**src/rtl/addsub_pkg.sv**
```systemverilog
// Shared constants and FSM encoding for the byte-serial add/subtract sequencer.
// Latency: n/a (declarations only).
// Backpressure: n/a (declarations only).
package addsub_pkg;

    localparam int BYTE_W = 8;

    typedef enum logic [1:0] {
        S_IDLE = 2'd0,
        S_RUN  = 2'd1,
        S_DONE = 2'd2
    } state_t;

endpackage

```
**src/rtl/rca_8.sv**
```systemverilog
// 8-bit ripple-carry adder shared by the byte-serial sequencer.
// Latency: combinational, zero cycles.
// Backpressure: none; pure datapath.
module rca_8 (
    input  logic [7:0] a,
    input  logic [7:0] b,
    input  logic       cin,
    output logic [7:0] sum,
    output logic       cout
);

    logic carry;

    // Ripple the carry from bit 0 upward.
    always_comb begin
        sum   = '0;
        carry = cin;
        for (int k = 0; k < 8; k++) begin
            sum[k] = a[k] ^ b[k] ^ carry;
            carry  = (a[k] & b[k]) | (carry & (a[k] ^ b[k]));
        end
        cout = carry;
    end

endmodule

```
**src/rtl/addsub_seq_ctrl.sv**
```systemverilog
// Byte-serial N-byte add/subtract over one shared rca_8, LSB first; optional ADDSUB_OVF_EN adds signed overflow.
// Latency: done pulses NBYTES+1 cycles after the accepting edge; one request per NBYTES+1 cycles.
// Backpressure: start is only accepted in IDLE or DONE; starts during RUN are dropped, never queued.
module addsub_seq_ctrl
    import addsub_pkg::*;
#(
    parameter int NBYTES = 4
) (
    input  logic                       clk,
    input  logic                       rst,
    input  logic                       start,
    input  logic                       sub,
    input  logic [BYTE_W*NBYTES-1:0]   a,
    input  logic [BYTE_W*NBYTES-1:0]   b,
    output logic                       busy,
    output logic                       done,
    output logic [BYTE_W*NBYTES-1:0]   result,
    output logic                       cout
`ifdef ADDSUB_OVF_EN
    ,
    output logic                       ovf
`endif
);

    localparam int W  = BYTE_W * NBYTES;
    localparam int IW = $clog2(NBYTES);
    localparam logic [IW-1:0] LAST = IW'(NBYTES - 1);

    state_t          state_q, state_d;
    logic [W-1:0]    a_q, a_d, b_q, b_d, result_q, result_d;
    logic            sub_q, sub_d, c_q, c_d;
    logic [IW-1:0]   i_q, i_d;
    logic            busy_q, busy_d, done_q, done_d, cout_q, cout_d;
`ifdef ADDSUB_OVF_EN
    logic            ovf_q, ovf_d;
`endif

    logic [BYTE_W-1:0] op_a, op_b, sum;
    logic              carry_out;

    // Select the current operand byte; B is inverted for two's-complement subtract.
    always_comb begin
        op_a = a_q[BYTE_W*i_q +: BYTE_W];
        op_b = b_q[BYTE_W*i_q +: BYTE_W] ^ {BYTE_W{sub_q}};
    end

    rca_8 u_rca (
        .a    (op_a),
        .b    (op_b),
        .cin  (c_q),
        .sum  (sum),
        .cout (carry_out)
    );

    // Next-state and next-output computation; DONE accepts start like IDLE for back-to-back ops.
    always_comb begin
        state_d  = state_q;
        a_d      = a_q;
        b_d      = b_q;
        sub_d    = sub_q;
        c_d      = c_q;
        i_d      = i_q;
        result_d = result_q;
        cout_d   = cout_q;
`ifdef ADDSUB_OVF_EN
        ovf_d    = ovf_q;
`endif
        case (state_q)
            S_IDLE, S_DONE: begin
                if (start) begin
                    a_d      = a;
                    b_d      = b;
                    sub_d    = sub;
                    c_d      = sub;
                    i_d      = '0;
                    result_d = '0;
                    cout_d   = 1'b0;
`ifdef ADDSUB_OVF_EN
                    ovf_d    = 1'b0;
`endif
                    state_d  = S_RUN;
                end else begin
                    state_d  = S_IDLE;
                end
            end
            S_RUN: begin
                result_d[BYTE_W*i_q +: BYTE_W] = sum;
                c_d = carry_out;
                if (i_q == LAST) begin
                    state_d = S_DONE;
                    cout_d  = carry_out;
`ifdef ADDSUB_OVF_EN
                    ovf_d   = (op_a[BYTE_W-1] == op_b[BYTE_W-1]) &&
                              (sum[BYTE_W-1] != op_a[BYTE_W-1]);
`endif
                end else begin
                    i_d = i_q + IW'(1);
                end
            end
            default: state_d = S_IDLE;
        endcase
        busy_d = (state_d == S_RUN);
        done_d = (state_d == S_DONE);
    end

    // Single state/output register bank; reset aborts any operation in flight.
    always_ff @(posedge clk) begin
        if (rst) begin
            state_q  <= S_IDLE;
            a_q      <= '0;
            b_q      <= '0;
            sub_q    <= 1'b0;
            c_q      <= 1'b0;
            i_q      <= '0;
            result_q <= '0;
            busy_q   <= 1'b0;
            done_q   <= 1'b0;
            cout_q   <= 1'b0;
`ifdef ADDSUB_OVF_EN
            ovf_q    <= 1'b0;
`endif
        end else begin
            state_q  <= state_d;
            a_q      <= a_d;
            b_q      <= b_d;
            sub_q    <= sub_d;
            c_q      <= c_d;
            i_q      <= i_d;
            result_q <= result_d;
            busy_q   <= busy_d;
            done_q   <= done_d;
            cout_q   <= cout_d;
`ifdef ADDSUB_OVF_EN
            ovf_q    <= ovf_d;
`endif
        end
    end

    assign busy   = busy_q;
    assign done   = done_q;
    assign result = result_q;
    assign cout   = cout_q;
`ifdef ADDSUB_OVF_EN
    assign ovf    = ovf_q;
`endif

endmodule

```
**config.mk**
```make
export PLATFORM = sky130hd
export DESIGN_NAME = addsub_seq_ctrl
export DESIGN_NICKNAME = d
export VERILOG_FILES = /design/src/rtl/addsub_pkg.sv /design/src/rtl/rca_8.sv /design/src/rtl/addsub_seq_ctrl.sv
export SDC_FILE = /design/constraint.sdc
export NUM_CORES = 1
export LEC_CHECK = 0
export CAP_MARGIN = 25
export CORE_ASPECT_RATIO = 0.8
export CORE_UTILIZATION = 35
export CTS_BUF_LIST = sky130_fd_sc_hd__clkbuf_2 sky130_fd_sc_hd__clkbuf_4 sky130_fd_sc_hd__clkbuf_8
export CTS_CLUSTER_SIZE = 28
export DETAILED_ROUTE_END_ITERATION = 16
export PLACE_DENSITY = 0.56
export SYNTH_ARGS = -nofsm -noshare
export SYNTH_HDL_FRONTEND = slang
export SYNTH_SLANG_ARGS = --single-unit
```
**constraint.sdc**
```tcl
create_clock -name clk -period 7.2 [get_ports clk]
set_input_delay 2.16 -clock clk [delete_from_list [all_inputs] [get_ports clk]]
set_output_delay 2.16 -clock clk [all_outputs]
set_load 0.03 [all_outputs]
```
; ---- Word level (Yosys, flattened, before mapping)
; Cells that the tools add are included.
[word_totals]
regBits = 105
inputBits = 68
output_inout_bits = 35
[op_classes]
n_addsub = 2
n_eq_ne = 8
shift = 4
n_mux = 14
bitwise_logic = 41
n_reduce_logical = 7
[op_table]
columns = cell, n
row1 = $pmux 32 s2, 1
row2 = $shiftx 32x6->8, 2
row3 = $neg 5->34, 1
row4 = $shift 8x34->32 const A, 1
row5 = $shiftx 8x34->32, 1
row6 = $bwmux 32, 1
row7 = $mux 32, 1
row8 = $and 1x1->1, 16
row9 = $xor 1x1->1, 16
row10 = $or 1x1->1, 8
row11 = $pmux 2 s2, 2
row12 = $xor 8x8->8, 1
row13 = $eq 2x2->1 const B, 3
row14 = $mux 2, 3
row15 = $ne 2x2->1 const B, 3
row16 = $reduce_and 3->1, 2
row17 = $eq 2x1->1 const B, 2
row18 = $mux 1, 4
row19 = $pmux 1 s2, 2
row20 = $reduce_and 2->1, 2
row21 = $add 2x1->2 const B, 1
row22 = $logic_not 2->1, 1
row23 = $reduce_bool 2->1, 1
row24 = $reduce_or 2->1, 1

; ---- Longest topological paths before layout
; Gate-level depths: netlist (run 1).
[logic_depth]
word_depth = 21
ltp_mapped = 16

; ---- Modules after synthesis
; From an unflattened synthesis (run 1), not the netlist that was laid out.
[hier_totals]
cells_unflattened = 482
area_unflattened_um2 = 4439.3
[by_module_without_submodules]
columns = mod, instances, cells_each, area_each_um2, seq_area_each_um2
row1 = addsub_seq_ctrl, 1, 464, 4241.6, 2102.0
row2 = rca_8, 1, 18, 197.7, 0.0

; ---- Worst setup path before layout (run 1)
; OpenSTA, ideal clock, no wires.
[synth_timing]
path_type = register to register
startpoint = register i_q[0]
endpoint = register result_q[23], in the netlist result[23]
setup_ns = 0.070
arrival_ns = 4.533
required_time_ns = 7.130
setup_slack_ns = 2.597
stages_incl_launch_ff = 16
path_buffers = 3
period_less_slack_ns = 4.603
path_cell_list = dfxtp_1 -> buf_6 -> buf_6 -> buf_6 -> mux4_2 -> fa_1 -> fa_1 -> fa_1 -> fa_1 -> fa_1 -> inv_1 -> fa_1 -> fa_1 -> fa_1 -> or3_1 -> a21oi_1
[synth_between]
elab_chain_cells = 21
word_cells_on_any_way = 45
[synth_rtl]
columns = item, line
row1 = start: declaration, addsub_seq_ctrl.sv:32  ; logic [IW-1:0] i_q, i_d;
row2 = start signal: assignment, addsub_seq_ctrl.sv:128  ; i_q <= i_d;
row3 = $shiftx 32x6->8, addsub_seq_ctrl.sv:44  ; op_b = b_q[BYTE_W*i_q +: BYTE_W] ^ {BYTE_W{sub_q}};
row4 = $xor 8x8->8, addsub_seq_ctrl.sv:44
row5 = $xor 1x1->1, "rca_8.sv:19, rca_8.sv:20"
row6 = $and 1x1->1, rca_8.sv:20  ; carry = (a[k] & b[k]) | (carry & (a[k] ^ b[k]));
row7 = $or 1x1->1, rca_8.sv:20
row8 = $and 1x1->1, rca_8.sv:20
row9 = $or 1x1->1, rca_8.sv:20
row10 = $and 1x1->1, rca_8.sv:20
row11 = [... 5 more ...], -
row12 = $and 1x1->1, rca_8.sv:20
row13 = $or 1x1->1, rca_8.sv:20
row14 = $and 1x1->1, rca_8.sv:20
row15 = $or 1x1->1, rca_8.sv:20
row16 = $xor 1x1->1, rca_8.sv:19  ; sum[k] = a[k] ^ b[k] ^ carry;
row17 = $shiftx 8x34->32, addsub_seq_ctrl.sv:87  ; result_d[BYTE_W*i_q +: BYTE_W] = sum;
row18 = $bwmux 32 (*), addsub_seq_ctrl.sv:87
row19 = $pmux 32 s2 (*), addsub_seq_ctrl.sv:68  ; case (state_q)
row20 = end signal: assignment, addsub_seq_ctrl.sv:129  ; result_q <= result_d;
row21 = end: declaration, addsub_seq_ctrl.sv:30  ; logic [W-1:0] a_q, a_d, b_q, b_d, result_q, result_d;
; Mark *: on every way between the ends. The rest lies on a longest branch, timed or not.
; A chain may end at the register's enable or synchronous reset.

; ---- Worst setup path after layout (run 1)
[layout_timing]
startpoint = register i_q[1]
endpoint = register result_q[23], in the netlist result[23]
; The elaborated chain is that of the path after synthesis.

==> results of run 1 <==
[registers in the layout (all words and copies together) (netlist names)]
name and cells:
state_q 2, b_q 32, a_q 32, sub_q 1
busy 1, i_q 2, cout 1, result 32
done 1, c_q 1
[routing by layer]
| metal | part of all wire, % | vias to the layer above | routed length [um] | GRT usage [%] |
|---|---|---|---|---|
| met1 | 50 | 1738 | 5830 | 26.4 |
| met5 | 0 | - | 0 | 0 |
| li1 | - | 1849 | - | - |
| met2 | 44 | 96 | 5050 | 27.6 |
| met3 | 4.3 | 13 | 496 | 4.15 |
| met4 | 1.5 | 0 | 171 | 6.88 |
[kinds of logic (layout without fill, tap and decap cells)]
logic type	after synthesis	in the layout	synth area share (%)
AND/OR/NAND/NOR	207	207	21.3
flip-flops	105	105	47.2
AO/OA/AOI/OAI	104	104	12.6
buffers and inverters	44	129	4.52
multiplexers	16	16	8.09
adder cells (fa/ha/maj)	12	12	4.72
XOR/XNOR	8	8	1.57
[tightest hold or removal path, delay by kind of cell (launching register included)]
kind	cells	cell delay, ps
simple gates	1	50
flops	1	320
compound gates	1	50
[Yosys cell counts (2+ instances only)]
cell,number
and3b_1,4
fa_1,8
o211ai_1,2
nand2_1,131
or3b_1,2
nand2b_1,2
buf_2,11
a31oi_1,2
o2bb2ai_1,3
ha_1,4
xor2_1,5
xnor2_1,3
or3_1,7
buf_6,3
a22o_1,5
mux4_2,16
a21oi_1,91
buf_1,7
inv_1,6
nor2_1,6
nand3_1,40
nand3b_1,6
clkbuf_1,17
dfxtp_1,105
[worst paths after layout]
kind                start    endpoint  slack (ps)  cells past startpoint
setup / recovery   i_q[1]  result[23]        2190                     13
setup reg to reg   i_q[1]  result[23]        2190                     13
hold reg to reg   b_q[17]     b_q[17]         460                      2
hold / removal    b_q[17]     b_q[17]         460                      2
[where the power goes]
part	leakage, nW	total [W]	internal, W	switching, W
sequential	0.857	0.000626	0.000607	0.0000191
clock	0.0991	0.000358	0.000136	0.000222
combinational	1.05	0.000202	0.0000919	0.000110
[layout make-up]
type / count / area [um2]
fillers: 1189 / 6550
multi-input cells: 347 / 2160
flip-flops and latches: 105 / 2100
repair buffers: 107 / 1060
well taps: 171 / 214
clock buffers: 9 / 124
clock inverters: 7 / 66.3
inverters: 6 / 22.5
[cell usage in the layout (no fill, tap or decap), types with 2 or more instances in the layout]
| cell | count |
|---|---|
| dfxtp_1 | 105 |
| inv_6 | 4 |
| o2bb2ai_1 | 3 |
| a31oi_1 | 2 |
| xnor2_1 | 3 |
| or3b_1 | 2 |
| nand2_1 | 131 |
| a21oi_1 | 91 |
| xor2_1 | 5 |
| inv_8 | 2 |
| buf_4 | 4 |
| clkbuf_8 | 9 |
| and3b_1 | 4 |
| nand3b_1 | 6 |
| o211ai_1 | 2 |
| inv_1 | 6 |
| ha_1 | 4 |
| clkdlybuf4s50_1 | 101 |
| mux4_2 | 16 |
| nor2_1 | 6 |
| fa_1 | 8 |
| nand3_1 | 40 |
| a22o_1 | 5 |
| or3_1 | 7 |
[through the flow]
step                      cell area, um2  power, W  cells  utilization (%)
final                               5750   0.00119    752             46.8
after global routing                5750   0.00124    752             46.8
after CTS                           5730   0.00120    751             46.6
after detailed placement            5540  0.000841    735             45.1
after global placement              5540  0.000837    735             45.1
after floorplan                     4450  0.000755    496                -
==> results.txt, run 1 <==
Setup repair after global routing left no endpoint under its margin. The number of global-route vias before repair was 3,591. The type of the most critical hold path is reg -> reg. The placement row count is 36.

During I/O placement, the number of pins put on the boundary was 103. The initial cell density of the core is 36.2%. Entering global routing, the biggest net connects 69 pins. The normalized max-slew margin came out at 38.8%.

The count of nets after finishing is 656. Once the clock tree was built, the setup fixing pass inserted 0 buffers. The number of buffers added by the clock tree synthesis step is 9. The final critical path time including I/O delays and setup came out at 5010 ps. The total of hold buffers inserted after clock tree synthesis came out at 0. The most numerous cell type found on the critical path is fa_1. The clock latency at the later pin of the worst-skew pair is 380 ps.

The netlist uses 34 different library cells. By area the synthesized netlist is led by dfxtp_1 (47%), nand2_1 (11%), a21oi_1 (10%), mux4_2 (8.1%), nand3_1 (4.5%). The worst-margin pin slew came out at 917 ps. STA puts the critical path data arrival time at 5310 ps. Setup slack closes at 2190 ps. The max-slew violation total from the final report is 0. The antenna diode count came out at 0. The die is 128 um wide. Counting flops with a built-in enable in the synthesized netlist gives 0.

The cell chosen for the clock root is clkbuf_8. The height of the chip came out at 103 um. In the final routed layout, each cell accounts on average for 15.3 um. The DRC violation total after the first TritonRoute iteration came out at 246. Grouping stages by cell kind, the critical path spends the most delay in adder cells. The leading area contributor after synthesis is dfxtp_1. The standby leakage power came out at 2.00 nW. Clock-pin slew was measured on the worst setup and hold paths at 100 ps. The clock drives 105 sinks.

Across every metal layer, demand over resource in global routing totals 18.6%. After detailed routing, the number of vias per cell comes to 4.91. The final setup TNS came out at 0 ps. The critical path in this run is classified as reg -> reg. The sequential cell area fraction in the yosys report came out at 47.2%. In this run the cell area of the synthesized design comes to 0.00445 mm2. The final RePlAce weighted congestion came out at 0.801. The number of hold violations in the final report is 0. The run finished with clean final reports. Among all stages on the critical path, the largest delay is contributed by dfxtp_1.

The number of standard cells after synthesis came out at 496. The main flop type after synthesis is dfxtp_1. The leftover overflow at the end of global routing came out at 0. The total wire length is 11,500 um. Prior to clock tree synthesis, the placed netlist has a worst setup slack of 1930 ps. The fraction of synthesized cell area taken by the top area cell type came out at 47.2%. The number of gates resized after CTS was 0. The quantity of I/O buffers inserted on ports came out at 102.

The HPWL after detailed placement came out at 8340 um. On the worst path, the slowest cell contributes a delay of 940 ps. The power density relative to cell area is 206 mW/mm2.

In this run the number of H-tree levels came out at 3. The number of nets in the synthesized netlist is 576. The critical path goes through mux4_2, xor2_1, fa_1, fa_1, fa_1, fa_1, fa_1, inv_1, fa_1, fa_1, fa_1, or3_1, a21oi_1.

The core region is 0.0123 mm2. The highest attainable clock frequency is 200 MHz. Of the cells placed in the final design, the portion with a size suffix greater than 1 is 7.75%.

The clock arrives with 11.9 ps of skew. The number of storage elements in the synthesis netlist came out at 105. The proportion of synthesized flip-flops having asynchronous set or reset is 0%. The initial antenna violation count is 0. Across all hold checks on the routed design, the worst slack comes to 457 ps. The mean post-synth cell area came out at 8.98 um2. The overall via count from detail_route is 3,696. The die covers 0.0132 mm2. The residual DRC count came out at 0. The first global-routing pass estimated 18,500 um of wire. The remaining number of nets flagged by the antenna check after routing came out at 0. The buffers plus inverters on the worst setup path is 1. TritonCTS built the clock tree. STA classifies the critical path startpoint as a register. STA puts the critical path data required time at 7500 ps. The largest vdd supply drop came out at 0.0862 mV. The number of violations of the max-capacitance limit is 0. Along the worst path, the maximum fanout reaches 20. The post-route fraction of the period consumed by the critical path came out at 69.6%. From synthesis to final layout, the design area changed by 29.1%.

The synthesis warning total is 0. The count of endpoints failing setup in the final report is 0. The critical path endpoint category is a register.

The clock tree buffer depth came out at 2. The first TritonRoute pass finished after 4 iterations.
(Power assumes the default switching activity.)
==> inputs of run 2 (changes only) <==
PLACE_DENSITY = 0.59   (was 0.56)
clock period = 4 ns   (was 7.2 ns; I/O delays follow)
==> results.txt, run 2 (synthesis results as in run 1) <==
The flow ran to the end, but the final reports show violations. The checks that failed: setup timing. The final setup TNS came to -646 ps (-646 ps). The cell count after placement was 745 (+1.4%).

The cell that appears most often on the critical path is fa_2. The antenna diode count is 0 (unchanged). The post-route fraction of the period consumed by the critical path is 106% (+36 points). The startpoint identified for the worst register-to-register timing path is i_q[0]. The number of detailed-route iterations in the first pass is 4 (unchanged). The standby leakage power is 2.04 nW (+1.7%). The height of the chip came to 103 um (unchanged). The sequential cell fraction of total power came out at 52.9% (about the same).

The via-per-instance ratio came out at 4.91 (about the same). The top cell types in the final layout, fill and taps aside, are nand2_1 (131), dfxtp_1 (104), clkdlybuf4s50_1 (101). The worst-case clock skew is 9.23 ps (-2.70 ps). The area of all sequential standard cells came out at 0.00210 mm2 (about the same). The number of global-route vias before repair came to 3,571 (-0.56%).

The cell-internal power came out at 0.00152 W (+82%). The detailed-route wire length per cell is 15.0 um (-2.5%). The worst-margin pin slew is 697 ps (-220 ps). The final critical path time including I/O delays and setup came out at 4230 ps (-776 ps). In this run the most critical hold path is launched from b_q[30]. The quantity of I/O buffers inserted on ports is 102 (unchanged). The CTS tree is yes.

The most critical setup path has its startpoint at i_q[0]. The leftover overflow at the end of global routing is 0 (unchanged). The combined global-route utilization of all metal layers is 18.5% (-0.098 points). The max-slew violation total from the final report is 0 (unchanged). The share of cells above drive strength 1 came out at 10.7% (+2.9 points).

The count of endpoints failing setup in the final report is 6 (+6). The required arrival time at the worst endpoint came out at 4310 ps (-3190 ps). The largest net degree at the start of global routing is 76 (+10%). The overall via count from detail_route is 3,740 (+1.2%). The power density relative to cell area came out at 363 mW/mm2 (+76%). The library cell used most frequently in the layout, excluding fill and tap cells, is nand2_1. The number of cell instances on the worst register-to-register path is 13 (unchanged).

The worst setup path is of the reg -> reg kind. The area added between synthesis and finish is 31.2%. The startpoint type of the worst setup path is a register. The maximum cell stage delay along the critical path came to 510 ps (-430 ps). The remaining number of nets flagged by the antenna check after routing came out at 0 (unchanged). The total wire length came out at 11,400 um (-1.3%). The end-of-flow core utilization is 47.5% (+0.76 points). The largest fanout of any net on the critical path came to 4 (-80%). The HPWL after detailed placement is 8320 um (-0.23%).

The highest attainable clock frequency is 236 MHz (+18%). The number of clock sinks was 105 (unchanged). The total of hold buffers inserted after clock tree synthesis came out at 0 (unchanged). The clock tree buffer depth came out at 2 (unchanged). The register-to-register path setup slack came out at -230 ps (-2420 ps). The final RePlAce weighted congestion is 0.759 (-5.2%). The fraction of power spent switching nets came out at 28.3% (-1.2 points). The clock transition at the registers of the reported paths came out at 100 ps (about the same). The initial antenna violation count is 0 (unchanged). The normalized max-slew margin was 53.5% (+15 points). The clock group share of total power is 28.7% (-1.5 points). The number of buffers added by the clock tree synthesis step came out at 9 (unchanged). The DRC violation total after the first TritonRoute iteration is 216 (-12%).

The total die area came out at 0.0132 mm2 (unchanged). The non-filler instance count after layout is 761 (+1.2%). The clock latency at the later pin of the worst-skew pair is 380 ps (about the same). The switching power of the nets is 0.000601 W (+71%). The number of violations of the max-capacitance limit came out at 0 (unchanged). The floorplan die width came out at 128 um (unchanged).

The standard cell core area is 0.0123 mm2 (unchanged). The critical path endpoint category is a register. The family of cells with the greatest summed delay on the critical path is adder cells. In this run the clock root is driven by a clkbuf_8. The number of gates on the worst path with buffers counted is 13 (unchanged).

For this design, the slowest cell found on the critical path is mux4_2. The minimum setup slack after placement is -243 ps (-2180 ps). The initial cell density of the core is 36.2% (unchanged). The setup slack of the critical path after layout came out at -234 ps (-2420 ps).

The share of total power in combinational logic was 18.4% (+1.4 points). The combined area of the multi-input logic cells is 0.00218 mm2 (+0.81%). Traced cell by cell, the critical path runs through mux4_2, xor2_1, fa_2, fa_2, fa_2, fa_2, fa_2, inv_2, fa_2, fa_2, fa_1, or3_1, a21oi_1. In this run the worst setup path terminates at result[31]. The I/O pin count came out at 103 (unchanged). The buffers plus inverters on the worst setup path was 1 (unchanged). The worst register-to-register path ends at result[31]. The number of hold violations in the final report came to 0 (unchanged). The critical path arrival is 4540 ps (-770 ps). The placement row count was 36 (unchanged). Setup repair after global routing could not meet its margin everywhere.

The largest vdd supply drop came out at 0.147 mV (+71%). The total of fill cells in the finished design is 1,184 (-0.42%). The residual DRC count came out at 0 (unchanged). The count of instances resized after the clock tree is built came out at 0 (unchanged). The global-route wire length before repair was 18,400 um (-0.52%). The count of nets after finishing came to 665 (+1.4%). The final total power was 0.00212 W (+79%).

The type of the most critical hold path is reg -> reg. The deepest level of the CTS H-tree came out at 3 (unchanged).
[run 2: cell types whose count changed in the layout (fill, tap and decap cells not counted), moves of 2 or more]
cell,delta
clkinvlp_4,+2
fa_1,-7
fa_2,+7
clkinv_2,+2
inv_8,-2
buf_4,+8
inv_6,-3
buf_12,+2
[run 2: how the worst min path moves through the flow]
stage          endpoint  slack (ps)  depth (start not counted)
2_1_floorplan   a_q[16]         430                          2
3_3_place_gp     a_q[6]         440                          2
3_5_place_dp    b_q[30]         450                          2
4_1_cts         b_q[16]         460                          2
5_1_grt          a_q[7]         480                          2
6_report        b_q[30]         460                          2
[run 2: metal layers]
| layer | up-vias | share of wire [%] | wire length (um) | track usage, % |
|---|---|---|---|---|
| met5 | - | 0 | 0 | 0 |
| met4 | 0 | 1.5 | 169 | 5.97 |
| met3 | 16 | 4.6 | 525 | 4.67 |
| met2 | 98 | 44 | 4970 | 28.6 |
| met1 | 1748 | 50 | 5730 | 25.4 |
| li1 | 1878 | - | - | - |
[run 2: area by class of cell]
| type | count | share of cell area [%] |
|---|---|---|
| inverter | 6 | 0.385 |
| multi-input combinational | 347 | 37.3 |
| tap | 171 | 3.66 |
| clock inverter | 6 | 0.728 |
| clock buffer | 10 | 2.36 |
| timing repair buffer | 116 | 19.6 |
| sequential | 105 | 36.0 |
[run 2: per-stage QoR]
stage	area (um2)	hold slack, ps
after floorplan	4480	433
after global placement	5660	441
after detailed placement	5660	445
after CTS	5840	459
after global routing	5840	484
final	5840	456
[run 2: power groups by stage]
| stage | combinational, W | sequential (W) | clock [W] |
|---|---|---|---|
| global route | 0.000427 | 0.00113 | 0.000669 |
| global placement | 0.000387 | 0.00114 | 0 |
| floorplan | 0.000221 | 0.00115 | 0 |
| detailed placement | 0.000395 | 0.00115 | 0 |
| CTS | 0.000396 | 0.00112 | 0.000625 |
| finish | 0.000391 | 0.00112 | 0.000609 |
[run 2: worst reg2reg max path, stage by stage (launching register included)]
cell,delay [ps]
dfxtp_2,370
mux4_2,510
xor2_1,170
fa_2,350
fa_2,350
fa_2,350
fa_2,340
fa_2,340
inv_2,60
fa_2,190
fa_2,200
fa_1,420
or3_1,380
a21oi_1,130
[run 2: what timing repair did]
action | in CTS | in global routing
setup endpoints to repair | 5 | 8
setup buffers | 0 | 0
pin swaps | 2 | 1
==> inputs of run 3 (changes only) <==
clock period = 3.8 ns   (was 4 ns; I/O delays follow)
==> results.txt, run 3 (synthesis results as in run 1) <==
The run finished, with violations left. The final reports fail on setup timing. The signal on the critical path passes through mux4_2, xor2_1, fa_2, fa_2, fa_2, fa_2, fa_2, inv_2, fa_2, fa_2, fa_1, or3_1, a21oi_1. The count of endpoints failing setup in the final report is 12 (+6). The deepest level of the CTS H-tree was 3 (unchanged).

Clock tree synthesis selected as its root buffer the cell clkbuf_8. The cell count after placement came out at 746 (+0.13%). The normalized max-slew margin is 38.1% (-15 points). The critical path endpoint category is a register. The max-slew violation total from the final report came out at 0 (unchanged). The via-per-instance ratio came out at 4.85 (-1.2%). The required arrival time at the worst endpoint is 4100 ps (-210 ps). The standard cell core area came out at 0.0123 mm2 (unchanged).

The largest vdd supply drop is 0.206 mV (+40%). The terminating pin of the worst hold path is b_q[28]. Leaving out fill and tap cells, the most frequent cell in the layout is nand2_1. In this run the most critical hold path is launched from b_q[28]. The antenna diode count is 0 (unchanged). The share of cells above drive strength 1 came out at 11.5% (+0.83 points). The power density relative to cell area came to 411 mW/mm2 (+13%). The slowest cell on the critical path is mux4_2. The detailed-route wire length per cell came out at 14.5 um (-3.0%). The end-of-flow core utilization is 48.4% (+0.93 points). The number of hold violations in the final report is 0 (unchanged). The number of clock sinks came out at 105 (unchanged).

The minimum setup slack after placement came out at -420 ps (-177 ps). The placement row count came out at 36 (unchanged). The number of global-route vias before repair is 3,603 (+0.90%). The post-route fraction of the period consumed by the critical path is 111% (+5.2 points). The number of buffers added by the clock tree synthesis step came out at 9 (unchanged).

The height of the chip is 103 um (unchanged). The clock transition at the registers of the reported paths came out at 90 ps (about the same). The floorplan die width is 128 um (unchanged). The total die area came out at 0.0132 mm2 (unchanged). The endpoint identified for the worst register-to-register timing path is result[23]. The HPWL after detailed placement came to 8150 um (-2.0%). The cell count of the worst hold path came out at 2 (unchanged). The worst-margin pin slew came out at 928 ps (+232 ps). From synthesis to final layout, the design area changed by 33.8%.

The DRC violation total after the first TritonRoute iteration came out at 216 (unchanged). The initial antenna violation count came out at 0 (unchanged). The min-delay analysis places its worst path in the category reg -> reg.

The standby leakage power came to 2.09 nW (+2.5%). The I/O pin count was 103 (unchanged). The global-route wire length before repair came out at 18,200 um (-1.3%).

The quantity of I/O buffers inserted on ports came out at 102 (unchanged). The clock tree buffer depth came to 2 (unchanged). The overall via count from detail_route came to 3,699 (-1.1%). The leftover overflow at the end of global routing is 0 (unchanged). The minimum hold slack came to 459 ps (+3.19 ps). The setup slack of the critical path after layout came out at -419 ps (-185 ps). The highest attainable clock frequency came out at 237 MHz (+0.36%).

The residual DRC count came out at 0 (unchanged). Leaving out fill and tap cells, the most frequent cells in the layout are nand2_1 (131), dfxtp_1 (104), clkdlybuf4s50_1 (101). The initial cell density of the core came to 36.2% (unchanged). The final RePlAce weighted congestion is 0.773 (+1.8%). The most numerous cell type found on the critical path is fa_2.

The critical path in this run is classified as reg -> reg. The combined global-route utilization of all metal layers came to 18.2% (-0.31 points). The remaining number of nets flagged by the antenna check after routing came out at 0 (unchanged). The total of hold buffers inserted after clock tree synthesis came to 0 (unchanged). The count of nets after finishing is 666 (+0.15%).

The number of detailed-route iterations in the first pass came out at 4 (unchanged). The final setup TNS is -2180 ps (-1540 ps). The clock latency at the later pin of the worst-skew pair is 370 ps (about the same). The non-filler instance count after layout is 762 (+0.13%). The number of cell instances on the worst register-to-register path is 13 (unchanged).

TritonCTS built the clock tree. STA classifies the critical path startpoint as a register. The largest fanout of any net on the critical path came to 4 (unchanged). The total wire length is 11,100 um (-2.8%). The number of violations of the max-capacitance limit came out at 0 (unchanged). Setup repair after global routing could not meet its margin everywhere. The final critical path time including I/O delays and setup was 4220 ps (-15.3 ps). The worst-case clock skew is 10.4 ps (+1.17 ps). The register-to-register path setup slack is -420 ps (-180 ps). The largest net degree at the start of global routing is 92 (+21%). The worst register-to-register path begins at i_q[0]. The maximum cell stage delay along the critical path came out at 500 ps (about the same).

The critical path arrival came out at 4520 ps (-20 ps).
## run 3: how the worst max path moves through the flow
stage            from         end  slack (ps)  cells past startpoint
2_1_floorplan  i_q[0]  result[31]        -580                     15
3_3_place_gp   i_q[0]  result[31]        -390                     13
3_5_place_dp   i_q[0]  result[31]        -420                     13
4_1_cts        i_q[0]  result[31]        -420                     13
5_1_grt        i_q[0]  result[23]        -550                     13
6_report       i_q[0]  result[23]        -420                     13
## run 3: final cells by class
| cell class | instances | area, um2 |
|---|---|---|
| fillers | 1167 | 6340 |
| multi-input cells | 347 | 2200 |
| flip-flops and latches | 105 | 2110 |
| repair buffers | 117 | 1160 |
| well taps | 171 | 214 |
| clock buffers | 12 | 159 |
| clock inverters | 4 | 98.8 |
| inverters | 6 | 22.5 |
## run 3: stage by stage
stage	power, W	cell area [um2]
2_1_floorplan	0.00144	4480
3_3_place_gp	0.00162	5670
3_5_place_dp	0.00162	5670
4_1_cts	0.00247	5950
5_1_grt	0.00256	5960
6_report	0.00245	5960
## run 3: worst max-delay path: cells and delay by family (launching register included)
family / cells / cell delay (ps)
muxes: 1 / 500
xor gates and xnor gates: 1 / 170
buffers and inverters: 1 / 60
and+or+nand+nor: 1 / 380
DFF: 1 / 380
adders and majority gates: 8 / 2550
AOI/OAI and AO/OA: 1 / 120
## run 3: power breakdown
part	internal, W	switching [W]	total (W)
combinational	0.000198	0.000217	0.000416
sequential	0.00115	0.0000302	0.00118
clock	0.000482	0.000369	0.000851
## run 3: timing repair
action / 4_1_cts / 5_1_grt
pin swaps: 1 / 0
gates resized for setup: 4 / 2
buffers inserted: 0 / 0
setup endpoints to repair: 12 / 13
## run 3: layer usage
layer	wire length [um]	global-route usage, %
met1	5530	25.0
met5	0	0
met2	4950	28.3
met4	107	5.97
met3	485	4.26
